[src/rtl/mc_control_unit.sv]
// Multicycle control unit for the 16-bit, 4-bit-opcode core: sequences the
// instruction phases, drives datapath selects/enables and holds the C/Z flags.
module mc_control_unit #(
  parameter bit USE_READY = 1'b1,
  parameter int MEM_WAIT  = 0,
  parameter int ALUCW     = 3
) (
  input  logic             clk,
  input  logic             reset,
  input  logic [3:0]       op,
  input  logic [1:0]       cz,
  input  logic             zero,
  input  logic             carry,
  input  logic             mem_ready,
  output logic             pcen,
  output logic             irwrite,
  output logic             regwrite,
  output logic             memwrite,
  output logic             alusrca,
  output logic             iord,
  output logic             memtoreg,
  output logic             regdst,
  output logic [1:0]       alusrcb,
  output logic [1:0]       pcsrc,
  output logic [ALUCW-1:0] alucontrol,
  output logic             flag_c,
  output logic             flag_z,
  output logic             illegal,
  output logic [3:0]       state
);

  typedef enum logic [3:0] {
    S_FETCH  = 4'd0,  S_DECODE = 4'd1,  S_MEMADR = 4'd2,  S_MEMRD  = 4'd3,
    S_MEMWB  = 4'd4,  S_MEMWR  = 4'd5,  S_EXEC   = 4'd6,  S_ALUWB  = 4'd7,
    S_ADIEX  = 4'd8,  S_ADIWB  = 4'd9,  S_BRANCH = 4'd10, S_JUMP   = 4'd11
  } state_t;

  localparam logic [3:0] OP_ADD  = 4'b0000;
  localparam logic [3:0] OP_ADI  = 4'b0001;
  localparam logic [3:0] OP_NAND = 4'b0010;
  localparam logic [3:0] OP_LW   = 4'b0100;
  localparam logic [3:0] OP_SW   = 4'b0101;
  localparam logic [3:0] OP_JMP  = 4'b1001;
  localparam logic [3:0] OP_BEQ  = 4'b1100;
  localparam logic [3:0] WAIT_CNT = MEM_WAIT[3:0];

  state_t     state_reg, state_next;
  logic [3:0] cnt_reg;
  logic       flag_c_reg, flag_z_reg, illegal_reg;
  logic       mem_done, mem_state, illegal_op, cond;
  logic [1:0] alu_sel;

  assign mem_done  = USE_READY ? mem_ready : (cnt_reg == WAIT_CNT);
  assign mem_state = (state_reg == S_FETCH) || (state_reg == S_MEMRD) ||
                     (state_reg == S_MEMWR);

  always_comb begin
    illegal_op = 1'b0;
    case (op)
      OP_ADD, OP_NAND: illegal_op = (cz == 2'b11);
      OP_ADI, OP_LW, OP_SW, OP_BEQ, OP_JMP: illegal_op = 1'b0;
      default: illegal_op = 1'b1;
    endcase
  end

  always_comb begin
    cond = 1'b0;
    case (cz)
      2'b00: cond = 1'b1;
      2'b10: cond = flag_c_reg;
      2'b01: cond = flag_z_reg;
      default: cond = 1'b0;
    endcase
  end

  always_comb begin
    state_next = state_reg;
    pcen       = 1'b0;
    irwrite    = 1'b0;
    regwrite   = 1'b0;
    memwrite   = 1'b0;
    alusrca    = 1'b0;
    iord       = 1'b0;
    memtoreg   = 1'b0;
    regdst     = 1'b0;
    alusrcb    = 2'b00;
    pcsrc      = 2'b00;
    alu_sel    = 2'd0;
    case (state_reg)
      S_FETCH: begin
        alusrcb = 2'b01;
        irwrite = mem_done;
        pcen    = mem_done;
        if (mem_done) state_next = S_DECODE;
      end
      S_DECODE: begin
        alusrcb = 2'b11;
        if (illegal_op) begin
          state_next = S_FETCH;
        end else begin
          case (op)
            OP_LW, OP_SW:    state_next = S_MEMADR;
            OP_ADD, OP_NAND: state_next = cond ? S_EXEC : S_FETCH;
            OP_ADI:          state_next = S_ADIEX;
            OP_BEQ:          state_next = S_BRANCH;
            OP_JMP:          state_next = S_JUMP;
            default:         state_next = S_FETCH;
          endcase
        end
      end
      S_MEMADR: begin
        alusrca    = 1'b1;
        alusrcb    = 2'b10;
        state_next = (op == OP_SW) ? S_MEMWR : S_MEMRD;
      end
      S_MEMRD: begin
        iord = 1'b1;
        if (mem_done) state_next = S_MEMWB;
      end
      S_MEMWB: begin
        regwrite   = 1'b1;
        memtoreg   = 1'b1;
        state_next = S_FETCH;
      end
      S_MEMWR: begin
        iord     = 1'b1;
        memwrite = 1'b1;
        if (mem_done) state_next = S_FETCH;
      end
      S_EXEC: begin
        alusrca    = 1'b1;
        alu_sel    = (op == OP_NAND) ? 2'd2 : 2'd0;
        state_next = S_ALUWB;
      end
      S_ALUWB: begin
        regwrite   = 1'b1;
        regdst     = 1'b1;
        state_next = S_FETCH;
      end
      S_ADIEX: begin
        alusrca    = 1'b1;
        alusrcb    = 2'b10;
        state_next = S_ADIWB;
      end
      S_ADIWB: begin
        regwrite   = 1'b1;
        state_next = S_FETCH;
      end
      S_BRANCH: begin
        alusrca    = 1'b1;
        alu_sel    = 2'd1;
        pcsrc      = 2'b01;
        pcen       = zero;
        state_next = S_FETCH;
      end
      S_JUMP: begin
        pcsrc      = 2'b10;
        pcen       = 1'b1;
        state_next = S_FETCH;
      end
      default: state_next = S_FETCH;
    endcase
  end

  // The wait counter restarts on every state change so each access is timed
  // from its own first cycle.
  always_ff @(posedge clk or negedge reset) begin
    if (!reset) begin
      state_reg   <= S_FETCH;
      cnt_reg     <= 4'd0;
      flag_c_reg  <= 1'b0;
      flag_z_reg  <= 1'b0;
      illegal_reg <= 1'b0;
    end else begin
      state_reg <= state_next;
      if (state_next != state_reg) cnt_reg <= 4'd0;
      else if (mem_state)          cnt_reg <= cnt_reg + 4'd1;
      if (state_reg == S_DECODE && illegal_op) illegal_reg <= 1'b1;
      if (state_reg == S_EXEC) begin
        if (op == OP_ADD) begin
          flag_c_reg <= carry;
          flag_z_reg <= zero;
        end else if (op == OP_NAND) begin
          flag_z_reg <= zero;
        end
      end else if (state_reg == S_ADIEX) begin
        flag_c_reg <= carry;
        flag_z_reg <= zero;
      end
    end
  end

  assign alucontrol = ALUCW'(alu_sel);
  assign flag_c     = flag_c_reg;
  assign flag_z     = flag_z_reg;
  assign illegal    = illegal_reg;
  assign state      = state_reg;

endmodule

[config.mk]
export PLATFORM = sky130hd
export DESIGN_NAME = mc_control_unit
export DESIGN_NICKNAME = d
export VERILOG_FILES = /design/src/rtl/mc_control_unit.sv
export SDC_FILE = /design/constraint.sdc
export NUM_CORES = 1
export LEC_CHECK = 0
export CAP_MARGIN = 20
export CORE_MARGIN = 2
export CORE_UTILIZATION = 41
export DETAILED_ROUTE_END_ITERATION = 8
export GPL_TIMING_DRIVEN = 0
export PLACE_DENSITY = 0.79
export RECOVER_POWER = 50
export SLEW_MARGIN = 0
export SYNTH_ARGS = -nofsm -noshare
export SYNTH_HDL_FRONTEND = slang
export SYNTH_SLANG_ARGS = --single-unit
[constraint.sdc]
create_clock -name clk -period 1.48 [get_ports clk]
set_input_delay 0.296 -clock clk [delete_from_list [all_inputs] [get_ports clk]]
set_output_delay 0.296 -clock clk [all_outputs]
set_load 0.01 [all_outputs]
==> impl_metrics.ini <==
[outcome]
outcome = finished, violations left
violations = negative setup slack

[yosys]
synthMuxAreaShare = 0.0306
ys_ff_latch = 7
synthFlopType = dfrtp_1
ys_top_cells_by_area = dfrtp_1 24%, nor2_1 7.1%, a21oi_1 5.4%
synth_edf_count = 0
syn-num-nets = 105
synth_top_cell_by_area = dfrtp_1
ys_types = 41
synth_compound_area_frac = 0.273
synth_area_um2 = 737
synth.avg_cell_area_um2 = 7.84
syn_inst = 94
synth_fa_ha_area_frac = 0
synth_simple_gate_area_frac = 0.333
yosysSeqAreaShare = 0.238
ys_async_sr_fraction = 1.00
yosysWarnings = 0
synth_top_family_by_area = simple AND/OR/NAND/NOR gates
synth_xor_area_frac = 0.0238
synthDominantCellAreaShare = 0.238

[setup_path]
arrival_ns = 1.48
reg2reg_setup_slack_ns = -0.03
ff2ff_path_depth = 6
cp-start-kind = flop
r2r_end = flag_z$_DFFE_PN0P_
critPathRequiredTime_ns = 1.18
endpoint_kind = output port
r2r-start = state[3]$_DFFE_PN0P_
worstSetupPathType = reg2out
worstPathMaxFanout = 5

[drt]
drcViolationCount = 0
wire_per_inst_um = 20.7
vias = 1056
drtIter0Drc = 41
antenna_left = 0
firstDrtPassIters = 4
viasPerCell = 5.93
routed_wl_mm = 3.69

[timing]
setup_ws_ns = -0.296
min_period_ns = 1.78
finalMaxSlewViolations = 0
finalClockSkew_ns = 0.00414
finalCritPeriodShare = 1.20
whs_ns = 0.361
hold_violations = 0
setup_viol = 15
max_freq_mhz = 563
rsz0062_at_grt = true

[power_and_ir_drop]
irDropWorstVdd_uv = 1290
clkPwrFrac = 0.064
p_comb_frac = 0.818
p_sw_mw = 1.25
p_per_area_nw_per_um2 = 1890
seqPwrFrac = 0.118
total_power_mw = 2.84
sw_frac_of_total = 0.441
p_leak_nw = 0.685
p_int_mw = 1.59

[finish]
stdcell_count = 178
multi_input_area_um2 = 649
ff_latch_area_um2 = 178
syn_to_final_growth_pct = 104
drive_gt1_frac = 0.608
num-nets-final = 165
n_antenna_cell = 0
nFillCells = 74
post-route-util = 0.881
layout_commonest_cell = buf_4
final_cell_mix = 18 x buf_4, 17 x buf_6, 11 x buf_2
largest_register_ffs = 4

[floorplanning]
core_um2 = 1710
initial_core_util = 0.432
ios = 33
die_h_um = 46.4
num_rows = 15
dieArea_um2 = 2150
die_w_um = 46.4

[placed_design]
dp_slack_ns = -0.881
place_congestion = 0.847
hpwl_mm = 1.58
io_buffers = 30
place_inst = 149

[job]
drv_cap = 0

[cts]
path_clk_slew_ns = 0.05
cts_tree = done
htree_levels = 1
clk_latency_ns = 0.26
cts_buffer_depth = 2
cts-root-buf = clkbuf_4
numCtsBuffers = 3
cts_sinks = 7

[global_routing]
grt_pass1_vias = 1031
globalRouteTotalUtil = 0.299
antenna_found_initial = 0
grt_max_degree = 9
grt_pass1_wl_mm = 4.50
overflow = 0

[worst_hold_path]
min_path_type = in2async
[synthesized netlist by cell type, drive strengths merged, types with 2 or more instances]
cell type	number
a21oi	8
and3	2
buf	9
dfrtp	7
inv	3
mux2	2
nand2	5
nand2b	3
nor2	14
nor2b	6
nor3	5
nor3b	2
o21ai	4
xnor2	2
[cell type report]
cell class,count,area share
Inverter,3,0.00748
Clock buffer,4,0.0175
Buffer,9,0.0698
Tap cell,25,0.0208
Multi-Input combinational cell,74,0.431
Sequential cell,7,0.118
Timing Repair Buffer,56,0.335
[stage by stage]
step,cell area (um^2),TNS [ns]
after floorplan,737,0
after global placement,1070,-7.38
after detailed placement,1070,-7.85
after CTS,1430,-1.46
after global routing,1510,-3.11
final,1510,-2.38
[critical path: stages, from the launching register on]
cell and delay [ns]:
dfrtp_2 0.44, buf_4 0.17, nand2b_4 0.18, nor2_4 0.09, a21oi_2 0.04, o22ai_1 0.12
buf_2 0.17
[per-layer routing]
metal | part of all wire | track usage
met3 | 0.076 | 0.0745
met2 | 0.50 | 0.531
met5 | 0 | 0
met4 | 0.048 | 0.183
met1 | 0.37 | 0.310
[power by group through the flow]
stage | registers [mW] | clock network [mW] | logic, mW
4_1_cts | 0.326 | 0.184 | 2.02
5_1_grt | 0.343 | 0.194 | 2.43
3_5_place_dp | 0.338 | 0 | 1.26
6_report | 0.336 | 0.181 | 2.32
3_3_place_gp | 0.332 | 0 | 1.25
2_1_floorplan | 0.352 | 0 | 0.695
[timing repair]
item	in CTS	in global routing
pin swaps	13	8
endpoints found under the setup margin	20	20
buffers inserted	23	2
gates cloned	1	0
hold buffers	0	0
gates resized for setup	119	22
endpoints found under the hold margin	0	0
[cells by family after synthesis]
kind of cell / after synthesis
DFF: 7
other: 1
xor gates and xnor gates: 2
buffers and inverters: 13
and+or+nand+nor: 44
muxes: 2
AOI/OAI and AO/OA: 25
[worst max path at each step]
stage                                    start  cells past startpoint  slack (ns)            end
after global routing      state[0]$_DFFE_PN0P_                      7       -0.42     alusrcb[1]
after floorplan           state[1]$_DFFE_PN0P_                      4        0.01        alusrca
after global placement                   op[3]                      5       -0.81  alucontrol[1]
final                     state[3]$_DFFE_PN0P_                      6       -0.30       regwrite
after CTS                 state[3]$_DFFE_PN0P_                      5       -0.20  alucontrol[1]
after detailed placement                 op[3]                      5       -0.88  alucontrol[1]
(Power assumes the default switching activity.)
